File: config.mk
export PLATFORM = sky130hd
export DESIGN_NAME = ecc_sed_enc_arbiter_flat
export DESIGN_NICKNAME = d
export VERILOG_FILES = /design/src/rtl/ecc_sed_enc_arbiter_pkg.sv /design/src/rtl/ecc_sed_enc_arbiter_if.sv /design/src/rtl/ecc_sed_enc_arbiter_encoder.sv /design/src/rtl/ecc_sed_enc_arbiter.sv /design/src/flat_wrapper.sv
export SDC_FILE = /design/constraint.sdc
export NUM_CORES = 1
export LEC_CHECK = 0
export CAP_MARGIN = 15
export CORE_MARGIN = 3
export CORE_UTILIZATION = 35
export CTS_CLUSTER_DIAMETER = 150
export CTS_CLUSTER_SIZE = 24
export DETAILED_ROUTE_END_ITERATION = 12
export GPL_ROUTABILITY_DRIVEN = 0
export HOLD_SLACK_MARGIN = 0.15
export SLEW_MARGIN = 40
export SYNTH_ARGS = -nofsm -noshare
export SYNTH_HDL_FRONTEND = slang
export SYNTH_SLANG_ARGS = --single-unit
File: constraint.sdc
create_clock -name clk -period 7.2 [get_ports clk]
set_input_delay 1.8 -clock clk [delete_from_list [all_inputs] [get_ports clk]]
set_output_delay 1.8 -clock clk [all_outputs]
set_load 0.01 [all_outputs]
File: src/rtl/ecc_sed_enc_arbiter_pkg.sv
// ecc_sed_pkg: shared widths, codeword/buffer-entry types and buffer occupancy states
package ecc_sed_pkg;
  localparam int DATA_W = 12;
  localparam int CW_W = 13;
  localparam int SRC_MAX_W = 3;
  typedef logic [CW_W-1:0] cw_t;
  typedef struct packed {
    cw_t cw;
    logic [SRC_MAX_W-1:0] src;
  } buf_entry_t;
  typedef enum logic [1:0] {EMPTY = 2'd0, ONE = 2'd1, FULL = 2'd2} buf_state_t;
endpackage

File: src/rtl/ecc_sed_enc_arbiter_if.sv
// ecc_sed_enc_arbiter_if: request side and output-buffer side signals of the shared encoder
interface ecc_sed_enc_arbiter_if
  import ecc_sed_pkg::*;
#(
  parameter int NUM_REQ = 4,
  parameter int SRC_W = 2,
  parameter int CNT_W = 16
);
  logic enable;
  logic [NUM_REQ-1:0] req_valid;
  logic [NUM_REQ*DATA_W-1:0] req_data;
  logic [NUM_REQ-1:0] req_ready;
  logic out_valid;
  logic out_ready;
  cw_t out_codeword;
  logic [SRC_W-1:0] out_src;
  logic [CNT_W-1:0] xfer_cnt;
  modport master (
    output enable, req_valid, req_data, out_ready,
    input req_ready, out_valid, out_codeword, out_src, xfer_cnt
  );
  modport slave (
    input enable, req_valid, req_data, out_ready,
    output req_ready, out_valid, out_codeword, out_src, xfer_cnt
  );
endinterface

File: src/rtl/ecc_sed_enc_arbiter_encoder.sv
// ecc_sed_encoder: single-error-detect encoder, even parity bit prepended to the data
module ecc_sed_encoder
  import ecc_sed_pkg::*;
(
  input  logic [DATA_W-1:0] i_data,
  output cw_t               o_cw
);
  assign o_cw = {^i_data, i_data};
endmodule

File: src/rtl/ecc_sed_enc_arbiter.sv
// ecc_sed_enc_arbiter: round-robin arbiter sharing one SED encoder, feeding a 2-entry output buffer
module ecc_sed_enc_arbiter
  import ecc_sed_pkg::*;
#(
  parameter int NUM_REQ = 4,
  parameter int SRC_W = 2,
  parameter int CNT_W = 16
)(
  input logic clk,
  input logic rst,
  ecc_sed_enc_arbiter_if.slave bus
);
  buf_state_t r_state, w_state_nxt;
  buf_entry_t r_buf [2];
  logic r_wr, r_rd;
  logic [SRC_W-1:0] r_last, w_grant;
  logic [CNT_W-1:0] r_cnt;
  logic [DATA_W-1:0] w_data;
  logic w_found, w_push, w_pop;
  cw_t w_cw;
  // Descending scan so the nearest requester after last_grant is the final (winning) assignment.
  always_comb begin
    w_grant = '0;
    w_found = 1'b0;
    w_data = '0;
    for (int k = NUM_REQ; k >= 1; k--)
      if (bus.req_valid[SRC_W'((int'(r_last) + k) % NUM_REQ)]) begin
        w_grant = SRC_W'((int'(r_last) + k) % NUM_REQ);
        w_found = 1'b1;
      end
    for (int i = 0; i < NUM_REQ; i++)
      if (w_grant == SRC_W'(i)) w_data = bus.req_data[DATA_W*i +: DATA_W];
  end
  ecc_sed_encoder u_enc (.i_data(w_data), .o_cw(w_cw));
  // rst gates the grant so req_ready stays low for the whole reset pulse.
  assign w_push = w_found & bus.enable & (r_state != FULL) & ~rst;
  assign w_pop = (r_state != EMPTY) & bus.out_ready;
  assign bus.req_ready = w_push ? (NUM_REQ'(1) << w_grant) : '0;
  assign bus.out_valid = r_state != EMPTY;
  assign bus.out_codeword = r_buf[r_rd].cw;
  assign bus.out_src = SRC_W'(r_buf[r_rd].src);
  assign bus.xfer_cnt = r_cnt;
  always_comb begin
    w_state_nxt = (w_push == w_pop) ? r_state :
                  w_push ? ((r_state == EMPTY) ? ONE : FULL) :
                  ((r_state == FULL) ? ONE : EMPTY);
  end
  always_ff @(posedge clk or posedge rst) begin
    if (rst) begin
      r_state <= EMPTY;
      r_buf[0] <= '0;
      r_buf[1] <= '0;
      r_wr <= 1'b0;
      r_rd <= 1'b0;
      r_last <= SRC_W'(NUM_REQ - 1);
      r_cnt <= '0;
    end else begin
      r_state <= w_state_nxt;
      if (w_push) begin
        r_buf[r_wr] <= '{cw: w_cw, src: SRC_MAX_W'(w_grant)};
        r_wr <= ~r_wr;
        r_last <= w_grant;
        r_cnt <= r_cnt + CNT_W'(1);
      end
      if (w_pop) r_rd <= ~r_rd;
    end
  end
endmodule

File: src/flat_wrapper.sv
// flat-port wrapper written by rule: the top's interface ports become plain ports
module ecc_sed_enc_arbiter_flat import ecc_sed_pkg::*;
#(
  parameter int NUM_REQ = 4,
  parameter int SRC_W = 2,
  parameter int CNT_W = 16
)
  (clk, rst, bus_enable, bus_req_valid, bus_req_data, bus_out_ready, bus_req_ready, bus_out_valid, bus_out_codeword, bus_out_src, bus_xfer_cnt);
  ecc_sed_enc_arbiter_if #(.NUM_REQ(NUM_REQ), .SRC_W(SRC_W), .CNT_W(CNT_W)) bus_i ();
  input logic clk;
  input logic rst;
  input wire logic [$bits(bus_i.enable)-1:0] bus_enable;
  input wire logic [$bits(bus_i.req_valid)-1:0] bus_req_valid;
  input wire logic [$bits(bus_i.req_data)-1:0] bus_req_data;
  input wire logic [$bits(bus_i.out_ready)-1:0] bus_out_ready;
  output wire logic [$bits(bus_i.req_ready)-1:0] bus_req_ready;
  output wire logic [$bits(bus_i.out_valid)-1:0] bus_out_valid;
  output wire logic [$bits(bus_i.out_codeword)-1:0] bus_out_codeword;
  output wire logic [$bits(bus_i.out_src)-1:0] bus_out_src;
  output wire logic [$bits(bus_i.xfer_cnt)-1:0] bus_xfer_cnt;
  assign bus_i.enable = bus_enable;
  assign bus_i.req_valid = bus_req_valid;
  assign bus_i.req_data = bus_req_data;
  assign bus_i.out_ready = bus_out_ready;
  assign bus_req_ready = bus_i.req_ready;
  assign bus_out_valid = bus_i.out_valid;
  assign bus_out_codeword = bus_i.out_codeword;
  assign bus_out_src = bus_i.out_src;
  assign bus_xfer_cnt = bus_i.xfer_cnt;
  ecc_sed_enc_arbiter #(.NUM_REQ(NUM_REQ), .SRC_W(SRC_W), .CNT_W(CNT_W)) u_core (.clk(clk), .rst(rst), .bus(bus_i));
endmodule
After elaboration in Yosys (flattened, before gate mapping)
Cells that the tools add are included.
{ "op_classes": {"n_lt_le_gt_ge": 7, "n_eq_ne": 6, "shifts": 1, "reduce_logical": 5, "add_sub_neg": 5, "muxes": 34, "bitwise_logic": 9} }
{ "ops": {"columns": ["cell", "n"], "rows": [
  ["$mux W16", 4],
  ["$mux W12", 4],
  ["$bwmux W32", 1],
  ["$add A16 B1 Y16 const B", 1],
  ["$demux W16 S1", 1],
  ["$lt A2 B4 Y1 const B", 4],
  ["$mux W1", 13],
  ["$mux W2", 6],
  ["$reduce_xor A12 Y1", 1],
  ["$bmux W1 S2", 4],
  ["$eq A2 B2 Y1 const B", 3],
  ["$add A2 B1 Y2 const B", 2],
  ["$add A2 B2 Y2 const B", 2],
  ["$and A1 B1 Y1", 4],
  ["$ge A2 B2 Y1 const B", 2],
  ["$logic_not A2 Y1", 2],
  ["$mux W4", 1],
  ["$not A1 Y2", 2],
  ["$shl A1 B2 Y4 const A", 1],
  ["$not A1 Y1", 3],
  ["$eq A2 B1 Y1 const B", 1],
  ["$lt A2 B1 Y1 const B", 1],
  ["$ne A2 B2 Y1 const B", 1],
  ["$reduce_bool A2 Y1", 1],
  ["2 further kinds", 2]
]} }
{ "totals": {"input_bits": 56, "wordCells": 76, "regBits": 54, "out_inout_bits": 36} }

Depth between registers and ports, before layout
Gate-level depths: netlist of the first run.
{ "logic_depth": {"ltp_word": 15, "ltp_mapped": 11, "depth_no_buf": 9} }

Hierarchy
From an unflattened synthesis of the first run, not the netlist that was laid out.
{ "unflattened": {"hier_cells": 278, "hier_area_um2": 2912.8} }
{ "modules_own_cells": {"columns": ["module", "n_inst", "seq_area_each_um2", "area_each_um2", "cells_each"], "rows": [
  ["ecc_sed_enc_arbiter", 1, 1303.8, 2721.4, 256],
  ["ecc_sed_encoder", 1, 0.0, 191.4, 22]
]} }

Least setup slack after synthesis of the first run
OpenSTA, ideal clock, no wires.
{ "synth_timing": {"kind": "input -> output", "startpoint": "input bus_req_valid[0]", "endpoint": "output bus_req_ready[0]", "setup_slack_ns": 2.429, "cell_stages": 4, "path_buffers": 1, "arrival_ns": 2.971, "required_ns": 5.400, "cell_sequence": "nor4_1 > or4b_2 > clkbuf_1 > nor3_1"} }
{ "synth_via": {"elab_chain_len": 11, "elab_cells_between_ends": 25, "cone_classes": "shift: 1; mux: 21; bitwise: 3"} }
{ "synth_rtl": {"columns": ["element", "line", "source"], "rows": [
  ["from (decl)", "flat_wrapper.sv:13", "input wire logic [$bits(bus_i.req_valid)-1:0] bus_req_valid;"],
  ["$bmux W1 S2", "ecc_sed_enc_arbiter.sv:27", "if (bus.req_valid[SRC_W'((int'(r_last) + k) % NUM_REQ)]) begin"],
  ["$mux W1 (implied by the code) (2 in series)", "ecc_sed_enc_arbiter.sv:27", null],
  ["$mux W1 (4 in series)", "ecc_sed_enc_arbiter.sv:27", null],
  ["$and A1 B1 Y1 (3 in series)", "ecc_sed_enc_arbiter.sv:36", "assign w_push = w_found & bus.enable & (r_state != FULL) & ~rst;"],
  ["$mux W4 *", "ecc_sed_enc_arbiter.sv:38", "assign bus.req_ready = w_push ? (NUM_REQ'(1) << w_grant) : '0;"],
  ["to (decl)", "flat_wrapper.sv:16", "output wire logic [$bits(bus_i.req_ready)-1:0] bus_req_ready;"]
]} }
Every way passes the cells marked *; elsewhere a longest branch is shown, timed or not. The select of a mux whose other input is x is not followed.

Worst setup path after layout of the first run
{ "layout_timing": {"startpoint": "input bus_req_valid[3]", "endpoint": "output bus_req_ready[1]"} }
The elaborated chain is that of the path after synthesis.

==> flow_metrics.env, run 1 <==
export IMPL_yosys_warnings=0
export IMPL_num_rows=31
export IMPL_crit_family="buffers and inverters"
export IMPL_vdd_ir_drop_worst_v=0.000152
export IMPL_setup_viol=0
export IMPL_synthFlopType="dfrtp_1"
export IMPL_slew_headroom=0.479
export IMPL_nets=424
export IMPL_arrival_ps=4130
export IMPL_layout_drive_gt1_share=0.141
export IMPL_grt_max_degree=53
export IMPL_p_leak_uw=0.00164
export IMPL_critPathMaxFanout=11
export IMPL_async_flop_share=1.00
export IMPL_crit_type="input port to output pin"
export IMPL_die_y_um=95.1
export IMPL_slew_viol_final=0
export IMPL_synth_seq_cells=52
export IMPL_post_place_ws_ps=917
export IMPL_hold_path_class="flop to flop"
export IMPL_critPathBufInv=4
export IMPL_synth_seq_area_share=0.469
export IMPL_clockBufferDepth=2
export IMPL_via_count=2245
export IMPL_critPathMostFrequentCell="clkdlybuf4s50_1"
export IMPL_synthToLayoutAreaGrowth_pct=40.0
export IMPL_rsz0062_at_grt="no"
export IMPL_drc=0
export IMPL_gr_usage_all_layers=0.161
export IMPL_grt_pass1_wl_mm=11.5
export IMPL_cts_sinks=52
export IMPL_hold_violations=0
export IMPL_antenna_found_initial=0
export IMPL_syn_inst=281
export IMPL_n_antenna_cell=0
export IMPL_status="finished, final reports clean"
export IMPL_die_w_um=95.1
export IMPL_hpwl_mm=4.95
export IMPL_numCtsBuffers=5
export IMPL_fin_crit_sh=0.823
export IMPL_port_buffers=91
export IMPL_syn_cell_area_um2=2780
export IMPL_core_um2=7490
export IMPL_fin_util=0.520
export IMPL_ctsResizeCount=0
export IMPL_cp_start_kind="input port"
export IMPL_drt_initial_drc_count=53
export IMPL_worstPathCellList="clkdlybuf4s50_1 > and2b_4 > o31ai_4 > buf_6 > clkinv_1 > nor3_1 > clkdlybuf4s50_1"
export IMPL_cts_clk_slew_worst_paths_ps=90
export IMPL_grt_pass1_vias=2317
export IMPL_period_minus_slack_ps=5930
export IMPL_grt_overflow=0
export IMPL_vias_per_cell=4.81
export IMPL_finalWirelength_mm=6.82
export IMPL_skew_ps=4.59
export IMPL_synth_enable_flop_cells=0
export IMPL_cellPowerDensity_nw_per_um2=367
export IMPL_cp_required_ps=5400
export IMPL_setup_tns_final_ps=0
export IMPL_syn_nets=338
export IMPL_worst_slack_ps=1270
export IMPL_clk_latency_ps=310
export IMPL_pin_count=92
export IMPL_htreeDepth=2
export IMPL_cts_hold_buf=0
export IMPL_yosysUniqueCellTypes=35
export IMPL_root_buffer="clkbuf_8"
export IMPL_crit_path_end_kind="output pin"
export IMPL_clock_fmax_mhz=169
export IMPL_postSynthAreaPerCell_um2=9.89
export IMPL_cts_tree="built"
export IMPL_wl_per_cell_um=14.6
export IMPL_max_slew_worst_pin_slew_ps=781
export IMPL_ant_nets=0
export IMPL_dieArea_um2=9050
export IMPL_cap_violations=0
export IMPL_post_cts_buffers=0
export IMPL_drt_pass1_iter_count=4
export IMPL_slowest_stage="clkdlybuf4s50_1"
export IMPL_crit_path_max_incr_delay_ps=570
export IMPL_start_util=0.371
-- final timing paths --
path                                         start                       to  slack (ps)  cells past startpoint
setup / recovery                  bus_req_valid[3]         bus_req_ready[1]        1270                      7
hold / removal             u_core.bus.xfer_cnt[15]  u_core.bus.xfer_cnt[15]         480                      1
setup reg to reg                  u_core.r_last[1]         u_core.r_buf[31]        4190                      9
hold reg to reg            u_core.bus.xfer_cnt[15]  u_core.bus.xfer_cnt[15]         480                      1
max in group asynchronous                      rst  u_core.bus.xfer_cnt[12]        4770                      2
min in group asynchronous                      rst   u_core.bus.xfer_cnt[7]        1990                      2
-- area by class of cell --
| type | instances | area (um^2) |
|---|---|---|
| Clock inverter | 3 | 46.3 |
| Clock buffer | 5 | 68.8 |
| Fill cell | 705 | 3590 |
| Inverter | 4 | 17.5 |
| Timing Repair Buffer | 95 | 945 |
| Multi-Input combinational cell | 209 | 1390 |
| Sequential cell | 52 | 1300 |
| Tap cell | 99 | 124 |
-- layer usage --
metal	vias to the layer above	part of all wire	track usage
li1	1135	-	-
met1	1053	0.46	0.217
met2	51	0.48	0.268
met3	6	0.047	0.0308
met4	0	0.013	0.0397
met5	-	0	0
-- cells by family after synthesis --
| family | synth area share |
|---|---|
| and+or+nand+nor | 0.153 |
| buffers and inverters | 0.0364 |
| adders and majority gates | 0.00450 |
| AOI/OAI and AO/OA | 0.122 |
| DFF | 0.469 |
| muxes | 0.122 |
| xor gates and xnor gates | 0.0932 |
-- cell usage after synthesis (2+ instances only) --
cell type	count	area, um^2
nand2_1	62	233
dfrtp_1	50	1250
o21ai_0	32	160
xnor2_1	25	219
mux2_2	22	248
a21oi_1	9	45.0
clkbuf_1	9	33.8
mux2i_1	9	90.1
nor2_1	8	30.0
a32o_2	5	56.3
nand4_1	5	31.3
nand3_1	4	20.0
a32o_1	3	30.0
and3_1	3	18.8
buf_2	3	15.0
buf_6	3	33.8
inv_1	3	11.3
nand2b_1	3	18.8
nor3_1	3	15.0
dfstp_2	2	52.6
nor2b_1	2	12.5
or2_2	2	12.5
xor2_1	2	17.5
-- layout by cell type, fill, tap and decap left out, types with 4 or more instances in the layout --
cell              n
nand4_1           5
nand3_1           4
a21oi_1           9
xnor2_1          25
clkbuf_8          5
nand2_1          61
mux2i_1           9
clkdlybuf4s50_1  91
o21ai_0          32
mux2_2           22
dfrtp_1          50
a32o_2            5
nor2_1            8
-- flip-flops by register name, summed over array words and instances (netlist names) --
| register | cells |
|---|---|
| u_core.bus.xfer_cnt | 16 |
| u_core.r_buf | 30 |
| u_core.r_last | 2 |
| u_core.r_rd | 1 |
| u_core.r_state | 2 |
| u_core.r_wr | 1 |
-- where the power goes --
| group | internal (uW) | total [uW] | switching, uW |
|---|---|---|---|
| clock network | 105 | 206 | 101 |
| logic | 428 | 737 | 309 |
| registers | 401 | 485 | 84.2 |
-- per-stage QoR --
step | std cells | power, uW | hold WS [ps] | area (um^2)
floorplan | 281 | 959 | 444 | 2780
global placement | 458 | 1220 | 458 | 3760
detailed placement | 458 | 1230 | 467 | 3760
CTS | 466 | 1450 | 486 | 3880
global route | 467 | 1550 | 518 | 3890
finish | 467 | 1430 | 480 | 3890
No activity file was read; power rests on OpenSTA's default activity.
==> run 2, diff against run 1 <==
- PLACE_DENSITY: default -> 0.66
- clock period: 7.2 -> 5.4 ns (I/O delays scaled with it)
==> run 2 against run 1 <==
Critical path depth is 1 lower. Sequential power is 34% higher. Clock skew is 2.2 ps higher. Largest cell class unchanged. Highest routed layer unchanged. Register-to-register slack worse by 1900 ps. First-iteration DRC count is 28% lower.
==> flow_metrics.env, run 2 (same netlist as run 1, synthesis figures left out) <==
export IMPL_status="finished, final reports clean"
export IMPL_ff_latch_area_um2=1300
export IMPL_critPathBufInv=3
export IMPL_synthToLayoutAreaGrowth_pct=39.2
export IMPL_slowest_stage="clkdlybuf4s50_1"
export IMPL_post_cts_buffers=0
export IMPL_start_util=0.371
export IMPL_grt_pass1_wl_mm=11.3
export IMPL_p_leak_uw=0.00163
export IMPL_critPathMostFrequentCell="clkdlybuf4s50_1"
export IMPL_cts_tree="built"
export IMPL_antenna_found_initial=0
export IMPL_crit_path_end_kind="output pin"
export IMPL_slew_headroom=0.491
export IMPL_max_slew_worst_pin_slew_ps=763
export IMPL_clock_fmax_mhz=200
export IMPL_regMostFlops="u_core.r_buf"
export IMPL_die_y_um=95.1
export IMPL_via_count=2233
export IMPL_hpwl_mm=4.96
export IMPL_cts_sinks=52
export IMPL_drc=0
export IMPL_skew_ps=6.81
export IMPL_numCtsBuffers=5
export IMPL_htreeDepth=2
export IMPL_cp_required_ps=4050
export IMPL_layout_drive_gt1_share=0.139
export IMPL_layout_common_cells="clkdlybuf4s50_1 (91), nand2_1 (61), dfrtp_1 (50), o21ai_0 (32), xnor2_1 (25)"
export IMPL_finalWirelength_mm=6.82
export IMPL_die_w_um=95.1
export IMPL_cts_clk_slew_worst_paths_ps=90
export IMPL_drt_initial_drc_count=38
export IMPL_num_rows=31
export IMPL_cts_hold_buf=0
export IMPL_fin_util=0.517
export IMPL_core_um2=7490
export IMPL_period_minus_slack_ps=5000
export IMPL_wl_per_cell_um=14.6
export IMPL_slew_viol_final=0
export IMPL_cp_start_kind="input port"
export IMPL_drt_pass1_iter_count=4
export IMPL_crit_family="buffers and inverters"
export IMPL_grt_pass1_vias=2311
export IMPL_hold_path_class="flop to flop"
export IMPL_gr_usage_all_layers=0.159
export IMPL_layout_commonest_cell="clkdlybuf4s50_1"
export IMPL_root_buffer="clkbuf_8"
export IMPL_port_buffers=91
export IMPL_vdd_ir_drop_worst_v=0.000231
export IMPL_worstPathCellList="clkdlybuf4s50_1 > and2b_4 > o31ai_4 > clkinv_1 > nor3_1 > clkdlybuf4s50_1"
export IMPL_grt_overflow=0
export IMPL_clk_latency_ps=300
export IMPL_multi_input_area_um2=1390
export IMPL_cap_violations=0
export IMPL_vias_per_cell=4.78
export IMPL_nFillCells=680
export IMPL_n_antenna_cell=0
export IMPL_crit_type="input port to output pin"
export IMPL_ant_nets=0
export IMPL_grt_max_degree=53
export IMPL_clockBufferDepth=2
export IMPL_critPathMaxFanout=8
export IMPL_largest_reg_flops=30
export IMPL_hold_violations=0
export IMPL_fin_crit_sh=0.926
export IMPL_setup_tns_final_ps=0
export IMPL_dieArea_um2=9050
export IMPL_cellPowerDensity_nw_per_um2=481
export IMPL_ctsResizeCount=0
export IMPL_setup_viol=0
export IMPL_nets=424
export IMPL_arrival_ps=3650
export IMPL_crit_path_max_incr_delay_ps=580
export IMPL_pin_count=92
export IMPL_rsz0062_at_grt="no"
-- run 2: cell count changes in the layout (fill, tap and decap cells not counted), sizes merged --
cell and delta:
clkbuf +2, inv -1, bufinv -1
-- run 2: metal layers --
metal / part of all wire / routed length (um) / global-route usage / vias to the layer above
li1: - / - / - / 1129
met1: 0.45 / 3090 / 0.208 / 1031
met2: 0.46 / 3100 / 0.258 / 66
met3: 0.077 / 522 / 0.0379 / 7
met4: 0.015 / 100 / 0.0517 / 0
met5: 0 / 0 / 0 / -
-- run 2: power by group --
| part | internal [uW] | switching (uW) | total [uW] |
|---|---|---|---|
| clock | 104 | 125 | 229 |
| combinational | 570 | 416 | 986 |
| sequential | 535 | 113 | 648 |
| total | 1210 | 654 | 1860 |
-- run 2: worst paths after layout --
kind | endpoint | slack (ps) | cells after the start | start
hold reg to reg | u_core.bus.xfer_cnt[15] | 480 | 1 | u_core.bus.xfer_cnt[15]
hold / removal | u_core.bus.xfer_cnt[15] | 480 | 1 | u_core.bus.xfer_cnt[15]
max in group asynchronous | u_core.r_buf[31] | 3420 | 2 | rst
setup / recovery | bus_req_ready[0] | 400 | 6 | bus_req_valid[3]
setup reg to reg | u_core.r_buf[31] | 2250 | 10 | u_core.r_last[0]
min in group asynchronous | u_core.r_state[1] | 1540 | 2 | rst
-- run 2: stage by stage --
step	total power, uW	worst slack (ps)	area [um^2]	hold WS [ps]	std cells
floorplan	1280	1530	2780	444	281
global placement	1630	72.0	3760	457	458
detailed placement	1650	28.4	3760	464	458
CTS	1890	2.47	3860	483	466
global route	2010	228	3870	504	467
finish	1860	402	3870	481	467
-- run 2: final cells by class --
type | count | area share
timing repair buffer | 95 | 0.244
tap | 99 | 0.0320
clock buffer | 7 | 0.0223
sequential | 52 | 0.337
clock inverter | 1 | 0.00194
multi-input combinational | 209 | 0.358
inverter | 4 | 0.00453
-- run 2: worst reg2reg max path: stages, from the launching register on --
cell and delay, ps:
dfstp_2 550, and2b_4 200, o21ai_2 140, nand3_1 400
buf_4 370, mux2i_1 170, mux2_2 310, xnor2_1 140
xnor2_1 240, xnor3_1 260, mux2_2 270
